==> config.mk <==
export PLATFORM = sky130hd
export DESIGN_NAME = pingpong_frame_ctrl_flat
export DESIGN_NICKNAME = d
export VERILOG_FILES = /design/src/rtl/ircam_pkg.sv /design/src/rtl/pingpong_frame_ctrl_if.sv /design/src/rtl/toggle_sync.sv /design/src/rtl/pingpong_frame_ctrl.sv /design/src/flat_wrapper.sv
export SDC_FILE = /design/constraint.sdc
export NUM_CORES = 1
export LEC_CHECK = 0
export CORE_ASPECT_RATIO = 0.6
export CORE_MARGIN = 3
export CORE_UTILIZATION = 51
export DETAILED_ROUTE_END_ITERATION = 8
export MAX_ROUTING_LAYER = met4
export PLACE_DENSITY = 0.79
export SLEW_MARGIN = 20
export SYNTH_ARGS = -nofsm -noshare
export SYNTH_HDL_FRONTEND = slang
export SYNTH_SLANG_ARGS = --single-unit
==> constraint.sdc <==
create_clock -name din_clk -period 2.21 [get_ports din_clk]
set_input_delay 0.3315 -clock din_clk [delete_from_list [all_inputs] [get_ports din_clk]]
set_output_delay 0.3315 -clock din_clk [all_outputs]
set_load 0.01 [all_outputs]
==> src/rtl/ircam_pkg.sv <==
// Shared constants and types for the camera ping-pong write path.
package ircam_pkg;

    localparam int unsigned FRAME_W = 32;
    localparam int unsigned FRAME_H = 24;
    localparam int unsigned PIX_N   = FRAME_W * FRAME_H;
    localparam int unsigned ADDR_W  = 10;
    localparam int unsigned DATA_W  = 8;

    typedef enum logic [1:0] {
        IDLE,
        WAIT_SOF,
        WRITE,
        DROP
    } wr_state_t;

endpackage

==> src/rtl/pingpong_frame_ctrl_if.sv <==
// Camera-side, SRAM write-side and reader-status signals of the ping-pong controller.
interface pingpong_frame_ctrl_if;
    import ircam_pkg::*;

    logic              en;
    logic              i_sof;
    logic [DATA_W-1:0] i_data;
    logic              i_data_vld;
    logic              wr_en;
    logic              wr_bank;
    logic [ADDR_W-1:0] wr_addr;
    logic [DATA_W-1:0] wr_data;
    logic              rd_done_tgl;
    logic              rd_bank_vld;
    logic              rd_bank;
    logic              frame_drop;
    logic              short_frame;
    logic [7:0]        drop_cnt;

    // Source of camera pixels and reader toggle; sink of strobes and status.
    modport master (
        output en, i_sof, i_data, i_data_vld, rd_done_tgl,
        input  wr_en, wr_bank, wr_addr, wr_data, rd_bank_vld, rd_bank,
        input  frame_drop, short_frame, drop_cnt
    );

    // The controller itself.
    modport slave (
        input  en, i_sof, i_data, i_data_vld, rd_done_tgl,
        output wr_en, wr_bank, wr_addr, wr_data, rd_bank_vld, rd_bank,
        output frame_drop, short_frame, drop_cnt
    );

endinterface

==> src/rtl/toggle_sync.sv <==
// Two-flop synchroniser for a level toggle, followed by an edge detector that emits
// a one-cycle pulse per toggle.
module toggle_sync (
    input  logic clk,
    input  logic rst_n,
    input  logic tgl,
    output logic pulse
);

    logic [2:0] sync_q;

    // [0],[1] form the synchroniser, [2] holds the previous synchronised level.
    always_ff @(posedge clk or negedge rst_n) begin
        if (!rst_n) begin
            sync_q <= 3'b000;
        end else begin
            sync_q <= {sync_q[1:0], tgl};
        end
    end

    assign pulse = sync_q[1] ^ sync_q[2];

endmodule

==> src/rtl/pingpong_frame_ctrl.sv <==
// Write-side scheduler for the two-bank camera ping-pong SRAM. Turns camera pixels into
// bank write strobes, tracks which banks hold complete frames, and hands them to the reader.
module pingpong_frame_ctrl (
    input logic                  rst_n,
    input logic                  din_clk,
    pingpong_frame_ctrl_if.slave bus
);
    import ircam_pkg::*;

    wr_state_t         state_q;
    logic [ADDR_W-1:0] pix_cnt_q;
    logic [1:0]        full_q;
    logic [1:0]        full_d;
    logic              wr_sel_q;
    logic              rd_sel_q;
    logic              rd_sel_d;
    logic [7:0]        drop_cnt_q;

    logic              wr_en_q;
    logic              wr_bank_q;
    logic [ADDR_W-1:0] wr_addr_q;
    logic [DATA_W-1:0] wr_data_q;
    logic              rd_bank_vld_q;
    logic              rd_bank_q;
    logic              frame_drop_q;
    logic              short_frame_q;

    logic              rd_done;
    logic              start_ok;
    logic              take_pix;
    logic              last_pix;
    logic              release_bank;
    logic [ADDR_W-1:0] addr_nxt;

    toggle_sync u_rd_done_sync (
        .clk   (din_clk),
        .rst_n (rst_n),
        .tgl   (bus.rd_done_tgl),
        .pulse (rd_done)
    );

    // Pixel acceptance and bank bookkeeping; commit and release may land together
    // because a commit never targets a full bank.
    always_comb begin
        addr_nxt     = bus.i_sof ? '0 : pix_cnt_q;
        start_ok     = bus.en && bus.i_sof && !full_q[wr_sel_q] &&
                       ((state_q == WAIT_SOF) || (state_q == DROP));
        take_pix     = bus.en && bus.i_data_vld && ((state_q == WRITE) || start_ok);
        last_pix     = take_pix && (addr_nxt == ADDR_W'(PIX_N - 1));
        release_bank = rd_done && full_q[rd_sel_q];
        full_d       = full_q;
        if (last_pix) begin
            full_d[wr_sel_q] = 1'b1;
        end
        if (release_bank) begin
            full_d[rd_sel_q] = 1'b0;
        end
        rd_sel_d     = rd_sel_q ^ release_bank;
    end

    // Frame FSM with pixel counter, write port and event pulses.
    always_ff @(posedge din_clk or negedge rst_n) begin
        if (!rst_n) begin
            state_q       <= IDLE;
            pix_cnt_q     <= '0;
            wr_sel_q      <= 1'b0;
            drop_cnt_q    <= 8'd0;
            wr_en_q       <= 1'b0;
            wr_bank_q     <= 1'b0;
            wr_addr_q     <= '0;
            wr_data_q     <= '0;
            frame_drop_q  <= 1'b0;
            short_frame_q <= 1'b0;
        end else begin
            wr_en_q       <= take_pix;
            frame_drop_q  <= 1'b0;
            short_frame_q <= 1'b0;
            if (take_pix) begin
                wr_bank_q <= wr_sel_q;
                wr_addr_q <= addr_nxt;
                wr_data_q <= bus.i_data;
            end
            if (!bus.en) begin
                // Abort: partially written bank stays non-full and is rewritten later.
                state_q       <= IDLE;
                pix_cnt_q     <= '0;
                short_frame_q <= (state_q == WRITE);
            end else begin
                unique case (state_q)
                    IDLE: begin
                        state_q <= WAIT_SOF;
                    end
                    WAIT_SOF, DROP: begin
                        if (bus.i_sof) begin
                            if (full_q[wr_sel_q]) begin
                                state_q      <= DROP;
                                frame_drop_q <= 1'b1;
                                if (drop_cnt_q != 8'hFF) begin
                                    drop_cnt_q <= drop_cnt_q + 8'd1;
                                end
                            end else begin
                                state_q   <= WRITE;
                                pix_cnt_q <= take_pix ? ADDR_W'(1) : '0;
                            end
                        end
                    end
                    WRITE: begin
                        if (bus.i_sof) begin
                            short_frame_q <= 1'b1;
                        end
                        if (last_pix) begin
                            state_q   <= WAIT_SOF;
                            wr_sel_q  <= ~wr_sel_q;
                            pix_cnt_q <= '0;
                        end else if (take_pix) begin
                            pix_cnt_q <= addr_nxt + ADDR_W'(1);
                        end else begin
                            pix_cnt_q <= addr_nxt;
                        end
                    end
                    default: begin
                        state_q <= IDLE;
                    end
                endcase
            end
        end
    end

    // Bank status and reader-facing view of it.
    always_ff @(posedge din_clk or negedge rst_n) begin
        if (!rst_n) begin
            full_q        <= 2'b00;
            rd_sel_q      <= 1'b0;
            rd_bank_vld_q <= 1'b0;
            rd_bank_q     <= 1'b0;
        end else begin
            full_q        <= full_d;
            rd_sel_q      <= rd_sel_d;
            rd_bank_vld_q <= full_d[rd_sel_d];
            rd_bank_q     <= rd_sel_d;
        end
    end

    assign bus.wr_en       = wr_en_q;
    assign bus.wr_bank     = wr_bank_q;
    assign bus.wr_addr     = wr_addr_q;
    assign bus.wr_data     = wr_data_q;
    assign bus.rd_bank_vld = rd_bank_vld_q;
    assign bus.rd_bank     = rd_bank_q;
    assign bus.frame_drop  = frame_drop_q;
    assign bus.short_frame = short_frame_q;
    assign bus.drop_cnt    = drop_cnt_q;

endmodule

==> src/flat_wrapper.sv <==
// flat-port wrapper written by rule: the top's interface ports become plain ports
module pingpong_frame_ctrl_flat import ircam_pkg::*;
  (rst_n, din_clk, bus_en, bus_i_sof, bus_i_data, bus_i_data_vld, bus_rd_done_tgl, bus_wr_en, bus_wr_bank, bus_wr_addr, bus_wr_data, bus_rd_bank_vld, bus_rd_bank, bus_frame_drop, bus_short_frame, bus_drop_cnt);
  pingpong_frame_ctrl_if bus_i ();
  input logic rst_n;
  input logic din_clk;
  input wire logic [$bits(bus_i.en)-1:0] bus_en;
  input wire logic [$bits(bus_i.i_sof)-1:0] bus_i_sof;
  input wire logic [$bits(bus_i.i_data)-1:0] bus_i_data;
  input wire logic [$bits(bus_i.i_data_vld)-1:0] bus_i_data_vld;
  input wire logic [$bits(bus_i.rd_done_tgl)-1:0] bus_rd_done_tgl;
  output wire logic [$bits(bus_i.wr_en)-1:0] bus_wr_en;
  output wire logic [$bits(bus_i.wr_bank)-1:0] bus_wr_bank;
  output wire logic [$bits(bus_i.wr_addr)-1:0] bus_wr_addr;
  output wire logic [$bits(bus_i.wr_data)-1:0] bus_wr_data;
  output wire logic [$bits(bus_i.rd_bank_vld)-1:0] bus_rd_bank_vld;
  output wire logic [$bits(bus_i.rd_bank)-1:0] bus_rd_bank;
  output wire logic [$bits(bus_i.frame_drop)-1:0] bus_frame_drop;
  output wire logic [$bits(bus_i.short_frame)-1:0] bus_short_frame;
  output wire logic [$bits(bus_i.drop_cnt)-1:0] bus_drop_cnt;
  assign bus_i.en = bus_en;
  assign bus_i.i_sof = bus_i_sof;
  assign bus_i.i_data = bus_i_data;
  assign bus_i.i_data_vld = bus_i_data_vld;
  assign bus_i.rd_done_tgl = bus_rd_done_tgl;
  assign bus_wr_en = bus_i.wr_en;
  assign bus_wr_bank = bus_i.wr_bank;
  assign bus_wr_addr = bus_i.wr_addr;
  assign bus_wr_data = bus_i.wr_data;
  assign bus_rd_bank_vld = bus_i.rd_bank_vld;
  assign bus_rd_bank = bus_i.rd_bank;
  assign bus_frame_drop = bus_i.frame_drop;
  assign bus_short_frame = bus_i.short_frame;
  assign bus_drop_cnt = bus_i.drop_cnt;
  pingpong_frame_ctrl u_core (.rst_n(rst_n), .din_clk(din_clk), .bus(bus_i));
endmodule
* Yosys cells after proc, flatten, opt, wreduce, memory -nomap -nowiden
Index checks and enable logic that the tools add are counted.
** Word-level totals
- Bits of input ports :: 14
- Memory bits (writable) :: 0
- Output and inout bits :: 32
- Memories kept :: 0
- Bits in registers :: 50
- Logic and storage cells :: 86
- Bits in latches :: 0
- ROM bits :: 0
** Cells by class
- Add/sub/neg operators :: 2
- Bitwise operators :: 6
- Shift operators :: 0
- $lt $le $gt $ge :: 5
- Multiply operators :: 0
- Reduce and logical (&&, ||, !) cells :: 18
- Multiplexer cells :: 32
- Divide/modulo/power cells :: 0
- Equal/unequal tests :: 9
** Operators by type and width (count)
- $mux 10 :: 6
- $pmux 10 s2 :: 1
- $mux 1 :: 17
- $add 10x1->10 const B :: 1
- $eq 10x10->1 const B :: 1
- $mux 2 :: 5
- $logic_and 1x1->1 :: 9
- $add 8x1->8 const B :: 1
- $ne 8x8->1 const B :: 1
- $lt 1x2->1 const B :: 3
- $ne 3x3->1 const B :: 2
- $pmux 2 s3 :: 1
- $reduce_and 3->1 :: 2
- $reduce_and 5->1 :: 1
- $eq 2x2->1 const B :: 2
- $ne 3x1->1 const B :: 1
- $ne 3x2->1 const B :: 1
- $and 2x2->2 :: 1
- $demux 1 s1 :: 2
- $eq 2x1->1 const B :: 1
- $ge 1x1->1 const B :: 2
- $logic_not 2->1 :: 1
- $logic_or 1x1->1 :: 2
- $not 2->2 :: 1
- 6 further kinds :: 7

* Depth between registers and ports, before layout
- Depth in word-level cells :: 13
- Depth in mapped cells :: 10
- Mapped depth without buffers :: 9

* Cells and area by module
Synthesis repeated with hierarchy kept, for this count alone.
** Unflattened totals
- Cell total of the unflattened synthesis :: 204
- Area total of the unflattened synthesis :: 2389.8 sq um
** By module, submodules not included
- pingpong_frame_ctrl :: instances 1, area each 2306.0 sq um, cells an instance 200, sequential area each 1176.1 sq um
- toggle_sync :: instances 1, area each 83.8 sq um, cells an instance 4, sequential area each 75.1 sq um

* Worst setup path before layout
OpenSTA, ideal clock, no wires.
- Path kind :: input -> register
- From :: input port bus_i_sof
- To :: register u_core.pix_cnt_q[5]
- Library setup time :: 0.068 ns
- Slack :: 0.155 ns
- Path buffers :: 1
- Data arrival time :: 1.987 ns
- Required time :: 2.142 ns
- Cell stages on the path :: 10
- Cell sequence :: buf_2 clkinv_1 nand2_1 inv_1 ha_1 and3b_1 and4_1 or2_2 o21ai_0 a32o_1
** Between the ends
- Elaborated cells between the ends (all ways) :: 15
- Classes of those cells :: add/sub (1); eq/ne (2); mux (5); reduce/logical (7)
** RTL lines
- from (decl) :: line flat_wrapper.sv:8 : input wire logic [$bits(bus_i.i_sof)-1:0] bus_i_sof;
- $mux 10 (*) :: line pingpong_frame_ctrl.sv:45 : addr_nxt = bus.i_sof ? '0 : pix_cnt_q;
- net u_core.addr_nxt[0] :: line pingpong_frame_ctrl.sv:33 : logic [ADDR_W-1:0] addr_nxt;
- $add 10x1->10 or $eq 10x10->1 (tied branches) :: line pingpong_frame_ctrl.sv:116, pingpong_frame_ctrl.sv:49
- $mux 10 or $logic_and 1x1->1 (tied branches) :: line pingpong_frame_ctrl.sv:115, pingpong_frame_ctrl.sv:49
- $mux 10 (*) :: line pingpong_frame_ctrl.sv:111 : if (last_pix) begin
- $pmux 10 s2 (*) :: line pingpong_frame_ctrl.sv:89 : unique case (state_q)
- $mux 10 (*) :: line pingpong_frame_ctrl.sv:83 : if (!bus.en) begin
- to (signal assigned) :: line pingpong_frame_ctrl.sv:103 : pix_cnt_q <= take_pix ? ADDR_W'(1) : '0;
- to (signal assigned) :: line pingpong_frame_ctrl.sv:116 : pix_cnt_q <= addr_nxt + ADDR_W'(1);
- to (signal assigned) :: line pingpong_frame_ctrl.sv:118 : pix_cnt_q <= addr_nxt;
- to (decl) :: line pingpong_frame_ctrl.sv:11 : logic [ADDR_W-1:0] pix_cnt_q;
Mark *: on every way through the listed nets, which the timed path passes. The rest lies on a longest branch.
A chain may end at the register's enable or synchronous reset.

* Worst setup path in the final report
- From :: input port bus_i_sof
- To :: register u_core.pix_cnt_q[1]
The elaborated chain is that of the path after synthesis.

==> impl_metrics.py <==
metrics = {
    "floorplanning": {
        "dieHeight_um": 57.8,
        "die_w_um": 92.4,
        "die_area_um2": 5350,
        "rows": 18,
        "start_util": 0.542,
        "io_pins": 46,
        "core_um2": 4210,
    },
    "grt": {
        "grt.overflow.total": 0,
        "grt_max_degree": 27,
        "grt_pass1_wl_mm": 9.03,
        "grt_usage": 0.219,
        "grt_pass1_vias": 1875,
        "antenna_found_initial": 0,
    },
    "flow_run": {
        "maxCapViolations": 0,
    },
    "timing": {
        "rsz0062_at_grt": "false",
        "min_period_over_period": 0.932,
        "slew_headroom": 0.595,
        "worst_slack_ns": 0.151,
        "fin_worst_skew_ns": 0.00396,
        "finalSetupTns_ns": 0,
        "period_needed_ns": 2.06,
        "fmax_mhz": 486,
        "hold_viol": 0,
        "worst_pin_slew_ns": 0.607,
        "setup_violations": 0,
        "maxSlewViolCount": 0,
    },
    "run_status": {
        "status": "finished clean",
    },
    "setup_path": {
        "critPathCaptureType": "register",
        "regToRegSetupSlack_ns": 0.33,
        "r2r-end": "u_core.pix_cnt_q[2]",
        "reg2reg_from": "u_core.wr_sel_q",
        "rr_worst_depth": 6,
        "cp_slowest_cell": "clkdlybuf4s50_1",
        "cp_max_fo": 6,
        "arrival_ns": 2.29,
        "max_stage_delay_ns": 0.50,
        "path_class": "in2reg",
        "critPathLaunchType": "input pin",
        "required_ns": 2.44,
        "crit_chain": "clkdlybuf4s50_1, clkinv_1, nand2_1, inv_1, ha_1, and3b_1, and4_2, or2_2, o21ai_1, a32o_1",
    },
    "drt": {
        "detail_route.iter0.violations": 137,
        "dr_total_vias": 1898,
        "postRouteAntennaNets": 0,
        "detail_route.vias_per_cell": 5.41,
        "detail_route.wirelength_mm": 5.28,
        "wl_per_cell_um": 15.0,
        "drt_drc_violations_left": 0,
        "dr.pass1.iters": 4,
    },
    "cells_and_area": {
        "final_cell_mix": "nand2_1, dfrtp_1, clkdlybuf4s50_1",
        "instances_no_fill": 351,
        "diodes": 0,
        "area_growth_pct": 32.3,
        "fin_util": 0.717,
        "n_fill_cell": 331,
        "layout_commonest_cell": "nand2_1",
        "drive_above_1_share": 0.127,
        "nets": 307,
    },
    "logic_synthesis": {
        "synth_cell_types": 46,
        "synth-seq-cells": 50,
        "ys_seq_area_frac": 0.548,
        "syn_nets": 245,
        "synth_edf_count": 0,
        "synth_cells": 229,
        "syn_area_um2": 2280,
        "yosysWarningCount": 0,
        "synth_ff_type": "dfrtp_1",
        "synth_area_per_cell_um2": 9.98,
        "synthArstFlopShare": 1.00,
    },
    "clocking": {
        "cts_buffers": 5,
        "clk_pin_slew_worst_paths_ns": 0.08,
        "cts_resized": 0,
        "cts_root_buf": "clkbuf_8",
        "cts_tree": "done",
        "htree_num_levels": 2,
        "cts_buffer_depth": 2,
        "postCtsHoldBufs": 0,
        "clk_latency_ns": 0.29,
        "post_cts_buffers": 0,
        "clock-sinks": 50,
    },
    "place": {
        "io_buffer_count": 45,
        "place_ws_ns": -0.192,
        "dpl.cell_count": 344,
        "dp.final_hpwl_mm": 3.97,
        "gp_routability_congestion": 0.995,
    },
    "power": {
        "powerDensity_nw_per_um2": 691,
        "total_power_uw": 2090,
        "p_leak_uw": 0.00136,
        "vdd_ir_drop_max_mv": 0.494,
    },
    "worst_hold_path": {
        "hp-class": "in2async",
    },
}
[kinds of logic after synthesis]
logic type	count (synthesis)	share of synthesized area
DFF	50	0.548
muxes	6	0.0301
xor gates and xnor gates	10	0.0383
adders and majority gates	2	0.0110
and+or+nand+nor	106	0.225
AOI/OAI and AO/OA	41	0.118
buffers and inverters	14	0.0307
[worst max-delay path by stage]
stage,from,endpoint,slack [ns],depth (start not counted)
detailed placement,bus_i_sof,u_core.pix_cnt_q[3],-0.19,10
finish,bus_i_sof,u_core.pix_cnt_q[1],0.15,10
floorplan,bus_i_sof,u_core.pix_cnt_q[5],0.16,10
global route,bus_i_sof,u_core.pix_cnt_q[5],0.01,10
CTS,bus_i_sof,u_core.pix_cnt_q[3],0.1,10
global placement,bus_i_sof,u_core.pix_cnt_q[3],-0.13,10
[sequential cells by signal, summed over array words and instances, names as in the netlist, 2 cells and up]
| name | count |
|---|---|
| u_core.full_q | 2 |
| u_core.bus.wr_data | 8 |
| u_core.pix_cnt_q | 10 |
| u_core.bus.drop_cnt | 8 |
| u_core.u_rd_done_sync.sync_q | 3 |
| u_core.bus.wr_addr | 10 |
| u_core.state_q | 2 |
[synth_stat cells (3+ instances only)]
| library cell | n | area [µm²] |
|---|---|---|
| buf_2 | 5 | 25.0 |
| dfrtp_1 | 50 | 1250 |
| o21ai_0 | 14 | 70.1 |
| nor2_1 | 6 | 22.5 |
| o31ai_1 | 4 | 30.0 |
| inv_1 | 4 | 15.0 |
| xnor2_1 | 7 | 61.3 |
| xor2_1 | 3 | 26.3 |
| a21oi_1 | 7 | 35.0 |
| nand2_1 | 60 | 225 |
| nand3_1 | 10 | 50.1 |
| a31oi_1 | 3 | 18.8 |
| nor2b_1 | 3 | 18.8 |
| a32o_1 | 3 | 30.0 |
| and3_1 | 3 | 18.8 |
| nand4_1 | 7 | 43.8 |
| mux2_2 | 3 | 33.8 |
[layout make-up]
type                            count  area (µm²)  share of cell area
Tap cell                           60        75.1              0.0248
Multi-Input combinational cell    165         967               0.320
Inverter                            6        22.5             0.00745
Timing Repair Buffer               63         593               0.196
Clock inverter                      1        30.0             0.00994
Sequential cell                    50        1250               0.414
Clock buffer                        6        82.6              0.0273
[through the flow]
step / area, µm² / hold slack [ns]
after floorplan: 2280 / 0.0359
after global placement: 2910 / 0.339
after detailed placement: 2910 / 0.340
after CTS: 3020 / 0.0568
after global routing: 3020 / 0.0698
final: 3020 / 0.0428
[worst max-delay path, delay by kind of cell]
family                   cells  cell delay [ns]
AO/OA/AOI/OAI                2             0.26
adder cells (fa/ha/maj)      1             0.18
buffers and inverters        3             0.64
AND/OR/NAND/NOR              4             0.87
[power breakdown]
group	internal, µW	switching, µW	total (µW)
Clock	362	281	643
Sequential	991	62.8	1050
Combinational	208	183	391
[per-layer routing]
layer | part of all wire | up-vias | track usage
met5 | 0 | - | -
met1 | 0.48 | 909 | 0.320
li1 | - | 915 | -
met4 | 0.0028 | 0 | 0.0296
met2 | 0.43 | 70 | 0.318
met3 | 0.085 | 4 | 0.0545
No activity file was read; power rests on OpenSTA's default activity.
